### config.mk
export PLATFORM = sky130hd
export DESIGN_NAME = if_id_latch
export DESIGN_NICKNAME = d
export VERILOG_FILES = /design/src/rtl/if_id_latch.sv
export SDC_FILE = /design/constraint.sdc
export NUM_CORES = 1
export LEC_CHECK = 0
export CORE_MARGIN = 5
export CORE_UTILIZATION = 41
export CTS_CLUSTER_DIAMETER = 30
export DETAILED_ROUTE_END_ITERATION = 8
export PLACE_DENSITY = 0.88
export SETUP_SLACK_MARGIN = 0.05
export SYNTH_ARGS = -nofsm -noshare
export SYNTH_HDL_FRONTEND = slang
export SYNTH_SLANG_ARGS = --single-unit
### constraint.sdc
create_clock -name clk -period 1.9 [get_ports clk]
set_input_delay 0.285 -clock clk [delete_from_list [all_inputs] [get_ports clk]]
set_output_delay 0.285 -clock clk [all_outputs]
set_load 0.02 [all_outputs]
### src/rtl/if_id_latch.sv
// IF/ID pipeline register for the 16-bit WISC core: holds the fetched instruction and PC+2,
// and pre-decodes immediate extension controls. Optional IFID_BUBBLE_CNT_EN adds a saturating bubble counter.
module if_id_latch (
  input  logic        clk,
  input  logic        rst,
  input  logic        stall,
  input  logic        flush,
  input  logic        fetch_valid,
  input  logic [15:0] instr_in,
  input  logic [15:0] pc_inc_in,
  output logic [15:0] instr_out,
  output logic [15:0] pc_inc_out,
  output logic        valid_out,
  output logic [10:0] imm_11,
  output logic [7:0]  imm_8,
  output logic [4:0]  imm_5,
  output logic        ext_type,
  output logic [1:0]  ext_len
`ifdef IFID_BUBBLE_CNT_EN
  ,
  output logic [15:0] bubble_cnt
`endif
);

  localparam logic [15:0] NOP       = 16'h0800;
  localparam logic [1:0]  LEN_5     = 2'b00;
  localparam logic [1:0]  LEN_8     = 2'b01;
  localparam logic [1:0]  LEN_11    = 2'b10;
  localparam logic        EXT_SIGN  = 1'b1;
  localparam logic        EXT_ZERO  = 1'b0;

  logic [15:0] instr_q;
  logic [15:0] pc_q;
  logic        valid_q;
  logic        ext_type_q;
  logic [1:0]  ext_len_q;

  logic [15:0] load_instr;
  logic        dec_type;
  logic [1:0]  dec_len;

  // Decode is done on the value about to be loaded, so a bubble load decodes the NOP.
  always_comb begin
    load_instr = fetch_valid ? instr_in : NOP;
    dec_type   = EXT_SIGN;
    dec_len    = LEN_5;
    casez (load_instr[15:11])
      5'b001?0: begin dec_len = LEN_11; dec_type = EXT_SIGN; end
      5'b001?1,
      5'b011??,
      5'b11000: begin dec_len = LEN_8;  dec_type = EXT_SIGN; end
      5'b10010: begin dec_len = LEN_8;  dec_type = EXT_ZERO; end
      5'b0101?,
      5'b101??: begin dec_len = LEN_5;  dec_type = EXT_ZERO; end
      default:  begin dec_len = LEN_5;  dec_type = EXT_SIGN; end
    endcase
  end

  always_ff @(posedge clk or posedge rst) begin
    if (rst) begin
      instr_q    <= NOP;
      pc_q       <= 16'h0000;
      valid_q    <= 1'b0;
      ext_type_q <= EXT_SIGN;
      ext_len_q  <= LEN_5;
    end else if (flush) begin
      instr_q    <= NOP;
      pc_q       <= 16'h0000;
      valid_q    <= 1'b0;
      ext_type_q <= EXT_SIGN;
      ext_len_q  <= LEN_5;
    end else if (!stall) begin
      instr_q    <= load_instr;
      pc_q       <= pc_inc_in;
      valid_q    <= fetch_valid;
      ext_type_q <= dec_type;
      ext_len_q  <= dec_len;
    end
  end

`ifdef IFID_BUBBLE_CNT_EN
  logic [15:0] bubble_cnt_q;
  logic        bubble_event;

  // A bubble enters the stage on a flush or on an unstalled load without a valid fetch.
  assign bubble_event = flush | (~stall & ~fetch_valid);

  always_ff @(posedge clk or posedge rst) begin
    if (rst) begin
      bubble_cnt_q <= 16'h0000;
    end else if (bubble_event && (bubble_cnt_q != 16'hFFFF)) begin
      bubble_cnt_q <= bubble_cnt_q + 16'd1;
    end
  end

  assign bubble_cnt = bubble_cnt_q;
`endif

  assign instr_out  = instr_q;
  assign pc_inc_out = pc_q;
  assign valid_out  = valid_q;
  assign ext_type   = ext_type_q;
  assign ext_len    = ext_len_q;
  assign imm_11     = instr_q[10:0];
  assign imm_8      = instr_q[7:0];
  assign imm_5      = instr_q[4:0];

endmodule
==> qor.yml, run 1 <==
sta:
  rsz0062_at_grt: "no"
  finalSetupViolations: 0
  period_share: 0.9049
  worst_slack_ps: 180.7
  min_period_ps: 1719
  tns_ps: 0
  relSlewSlack: 0.7433
  finalHoldViolations: 0
  fmax_mhz: 581.6
  worst_pin_slew_ps: 384.7
  drv_slew: 0
  fin_skew_ps: 0
  holdWs_ps: 281.0
detailed_routing:
  drt_first_pass_iters: 4
  highest_layer: "met4"
  drtIter0Drc: 44
  vias: 1309
  route.detailed.drc: 0
  wl_per_cell_um: 14.55
  drt.antenna.violating_nets: 0
  met3WireLength_um: 448
  vias_per_cell: 4.830
  wl_um: 3942
  dr_wl_met2_um: 1969
  wl_met1_um: 1483
grt:
  grt_max_degree: 22
  antenna_found_initial: 0
  grt_pass1_wl_um: 6099
  grt_pass1_vias: 1308
  grt_overflow: 0
  track_usage: 0.1466
logic_synthesis:
  synthAdderAreaFrac: 0
  synth_seq_cells: 36
  synth_compound_area_frac: 0.1034
  synth_cell_types: 26
  synthMuxAreaShare: 0.09595
  synthCells: 142
  synth_top_family_by_area: "buffers and inverters"
  synth-edff-count: 0
  synth_area_sq_um: 1669
  synth_xor_area_frac: 0.005247
  ys.flop_type: "dfrtp_1"
  synth.avg_cell_area_sq_um: 11.75
  async_reset_ff_frac: 1.000
  yosys.area_share.simple: 0.1154
  ys.warnings.count: 0
  syn_nets: 179
  ys_seq_area_frac: 0.5412
die:
  io_pins: 97
  rows: 23
  core_area_sq_um: 3971
  start_util: 0.4203
  die_w_um: 73.81
  die_area_sq_um: 5447
  die_h_um: 73.81
clock_tree:
  cts_root_buffer: "clkbuf_8"
  cts_sinks: 36
  cts_tree: "yes"
  h-tree-depth: 2
  clkTransAtPathRegs_ps: 70
  clk_latency_ps: 280
  numCtsBuffers: 5
  cts_hold_buffers: 0
  cts_max_path_buffers: 2
  post_cts_buffers: 0
  post_cts_resized: 0
pwr:
  leakage_nw: 1.150
  peakVddDrop_mv: 0.4293
  powerDensity_nw_per_um2: 655.3
worst_setup_path:
  crit_slowest_cell: "clkdlybuf4s50_1"
  start_kind: "flip-flop"
  endpoint: "instr_out[11]"
  worstRegToRegCells: 2
  criticalPathCategory: "flip-flop to output port"
  worstSetupPathDepth: 1
  critical_path.cell_chain: "clkdlybuf4s50_1"
  startpoint: "instr_out[11]"
  arrival_ps: 1430
  timing.critical_path.buf_inv: 1
  crit_required_ps: 1620
  cp_top_family: "buffers and inverters"
  critPathMaxStageDelay_ps: 620
  reg2reg_from: "instr_out[11]"
  regToRegEndpoint: "instr_out[11]"
  path_max_fanout: 2
  cp-end-kind: "output port"
  r2r_setup_slack_ps: 1130
final_layout:
  fin_util: 0.6534
  layout_commonest_cell: "clkdlybuf4s50_1"
  drive_above_1_share: 0.07692
  area_growth_pct: 55.47
  diodes: 0
  final_cell_mix: "clkdlybuf4s50_1, dfrtp_1, nor2_1"
  nets: 257
  design_area_sq_um: 2595
worst_hold_path:
  hp-class: "primary input to asynchronous set/reset pin"
place:
  preCtsSetupSlack_ps: 276.6
  dp.final_hpwl_um: 3093
  port_buffers: 96
  gp_congestion: 0.7105
  post_dp_cell_area_sq_um: 2514
job:
  drv_cap: 0
outcome:
  status: "completed"
## how the worst min path moves through the flow
stage,startpoint,to,cells past startpoint
2_1_floorplan,flush,instr_out[11],1
3_3_place_gp,valid_out,valid_out,1
3_5_place_dp,instr_out[14],instr_out[14],1
4_1_cts,rst,valid_out,2
5_1_grt,rst,valid_out,2
6_report,rst,valid_out,2
## Yosys cell counts (2+ instances only)
master	count	area share
nand3b_1	3	0.013
a21oi_1	5	0.015
nand2_1	4	0.0090
nor2b_1	2	0.0075
clkbuf_1	2	0.0045
a22o_1	13	0.068
buf_4	26	0.12
nor2_1	18	0.040
inv_1	2	0.0045
dfrtp_1	34	0.51
dfstp_2	2	0.031
buf_2	2	0.0060
mux2i_1	16	0.096
## layer usage
layer	global-route usage	up-vias
met3	0.06293	5
met5	0	-
met4	0.04829	0
met2	0.2480	63
li1	-	621
met1	0.1651	620
## stage by stage
stage,total power [mW],std cells
floorplan,1.028,142
global placement,1.211,263
detailed placement,1.218,263
CTS,1.722,271
global route,1.780,271
finish,1.701,271
## cells by family after synthesis
logic type | count (synthesis)
DFF | 36
and+or+nand+nor | 34
buffers and inverters | 33
AOI/OAI and AO/OA | 22
muxes | 16
xor gates and xnor gates | 1
## worst reg2reg max path, delay by kind of cell, from the launching register on
| kind | cells | cell delay (ps) |
|---|---|---|
| AOI/OAI and AO/OA | 1 | 130 |
| DFF | 1 | 530 |
| and+or+nand+nor | 1 | 40 |
## power breakdown
| part | switching, mW | total (mW) | internal, mW |
|---|---|---|---|
| clock network | 0.245 | 0.502 | 0.257 |
| registers | 0.0232 | 0.825 | 0.802 |
| logic | 0.171 | 0.373 | 0.202 |
| total | 0.440 | 1.70 | 1.26 |
## cell type report
type / instances / area, sq um
Clock buffer: 7 / 76.32
Tap cell: 50 / 62.56
Fill cell: 331 / 1376
Timing Repair Buffer: 102 / 1006
Clock inverter: 1 / 5.005
Multi-Input combinational cell: 73 / 534.3
Inverter: 2 / 7.507
Sequential cell: 36 / 903.4
## flip-flops by register name (all words and copies together), names as in the netlist
| name | cells |
|---|---|
| instr_out | 16 |
| pc_inc_out | 16 |
| ext_len | 2 |
| ext_type | 1 |
| valid_out | 1 |
No activity file was read; power rests on OpenSTA's default activity.
==> run 2: changes to the inputs <==
--- a/config.mk
+++ b/config.mk
@@ -10,6 +10,7 @@
 export CTS_CLUSTER_DIAMETER = 30
 export DETAILED_ROUTE_END_ITERATION = 8
 export PLACE_DENSITY = 0.88
+export REMOVE_ABC_BUFFERS = 1
 export SETUP_SLACK_MARGIN = 0.05
 export SYNTH_ARGS = -nofsm -noshare
 export SYNTH_HDL_FRONTEND = slang
==> run 2 against run 1 <==
Clock-buffer cell count up 1. Largest cell class unchanged. Power up 2.8%. First-iteration DRC count up 27%. Fmax up 1.9%. Clock skew unchanged.
==> qor.yml, run 2 (same netlist as run 1, synthesis figures left out) <==
sta:
  finalSetupViolations: 0
  fin_skew_ps: 0
  drv_slew: 0
  relSlewSlack: 0.6982
  period_share: 0.8882
  tns_ps: 0
  finalHoldViolations: 0
  worst_pin_slew_ps: 452.8
  fmax_mhz: 592.6
  worst_slack_ps: 212.5
  min_period_ps: 1688
  rsz0062_at_grt: "no"
detailed_routing:
  drtIter0Drc: 56
  drt.antenna.violating_nets: 0
  wl_um: 4345
  route.detailed.drc: 0
  wl_per_cell_um: 15.97
  drt_first_pass_iters: 4
  vias: 1313
  vias_per_cell: 4.827
grt:
  grt_pass1_vias: 1372
  grt_pass1_wl_um: 6817
  grt_overflow: 0
  grt_max_degree: 37
  antenna_found_initial: 0
  grt.busiest_layer: "met2"
  use_met2: 0.2756
  grt_use_met1: 0.2010
  use_met3: 0.03146
  track_usage: 0.1633
clock_tree:
  cts_max_path_buffers: 2
  post_cts_buffers: 0
  numCtsBuffers: 5
  h-tree-depth: 2
  cts_root_buffer: "clkbuf_8"
  post_cts_resized: 0
  cts_hold_buffers: 0
  cts_sinks: 36
  clk_latency_ps: 270
  clkTransAtPathRegs_ps: 70
  cts_tree: "yes"
place:
  gp_congestion: 0.7022
  dpl.cell_count: 264
  port_buffers: 96
  preCtsSetupSlack_ps: 284.6
  dp.final_hpwl_um: 3294
die:
  start_util: 0.4203
  rows: 23
  io_pins: 97
  core_area_sq_um: 3971
  die_h_um: 73.81
  die_area_sq_um: 5447
  die_w_um: 73.81
worst_setup_path:
  cp-end-kind: "output port"
  r2r_setup_slack_ps: 1130
  arrival_ps: 1400
  path_max_fanout: 2
  start_kind: "flip-flop"
  timing.critical_path.buf_inv: 1
  critPathMaxStageDelay_ps: 600
  reg2reg_from: "instr_out[11]"
  startpoint: "ext_type"
  critical_path.cell_chain: "clkdlybuf4s50_1"
  criticalPathCategory: "flip-flop to output port"
  worstRegToRegCells: 2
  regToRegEndpoint: "instr_out[11]"
  cp_top_family: "buffers and inverters"
  worstSetupPathDepth: 1
  crit_required_ps: 1620
  crit_slowest_cell: "clkdlybuf4s50_1"
final_layout:
  area_growth_pct: 56.45
  final_cell_mix: "clkdlybuf4s50_1, dfrtp_1, nor2_1"
  diodes: 0
  layout_commonest_cell: "clkdlybuf4s50_1"
  fillCellCount: 316
  multi_input_comb_area_sq_um: 534.3
  final-seq-area_sq_um: 903.4
  nets: 258
  final_cells: 272
  drive_above_1_share: 0.08108
pwr:
  peakVddDrop_mv: 0.5103
  leakage_nw: 1.158
  powerDensity_nw_per_um2: 669.7
worst_hold_path:
  hp-class: "primary input to asynchronous set/reset pin"
job:
  drv_cap: 0
outcome:
  status: "completed"
run 2: changes by cell type in the layout (fill, tap and decap cells not counted):
| cell | change |
|---|---|
| clkinv_2 | -1 |
| buf_4 | +1 |
| clkbuf_8 | +1 |
run 2: how the worst max path moves through the flow:
stage	to	slack (ps)
after floorplan	ext_len[0]	810
after global placement	instr_out[14]	350
after detailed placement	ext_len[0]	280
after CTS	ext_type	200
after global routing	instr_out[11]	180
final	ext_type	210
run 2: routing by layer:
metal  routed length (um)  part of all wire  vias to the layer above
li1                     -                 -                      618
met5                    0                 0                        -
met3                  202             0.046                       11
met4                   93             0.021                        0
met1                 1697              0.39                      641
met2                 2352              0.54                       43
run 2: area by class of cell:
class | instances | area share
Clock buffer | 8 | 0.03450
Timing Repair Buffer | 103 | 0.3881
Tap cell | 50 | 0.02396
Inverter | 2 | 0.002875
Sequential cell | 36 | 0.3460
Multi-Input combinational cell | 73 | 0.2046
run 2: report_power, final:
| group | internal (mW) | switching [mW] |
|---|---|---|
| Sequential | 0.802 | 0.0236 |
| Combinational | 0.204 | 0.176 |
| Clock | 0.296 | 0.248 |
run 2: through the flow:
stage,hold slack (ps),area (sq um),util,total power [mW]
final,425.2,2611,0.6575,1.749
after floorplan,348.1,1445,-,0.9805
after CTS,434.9,2611,0.6575,1.769
after global routing,478.8,2611,0.6575,1.833
after global placement,463.7,2521,0.6348,1.213
after detailed placement,471.5,2521,0.6348,1.222
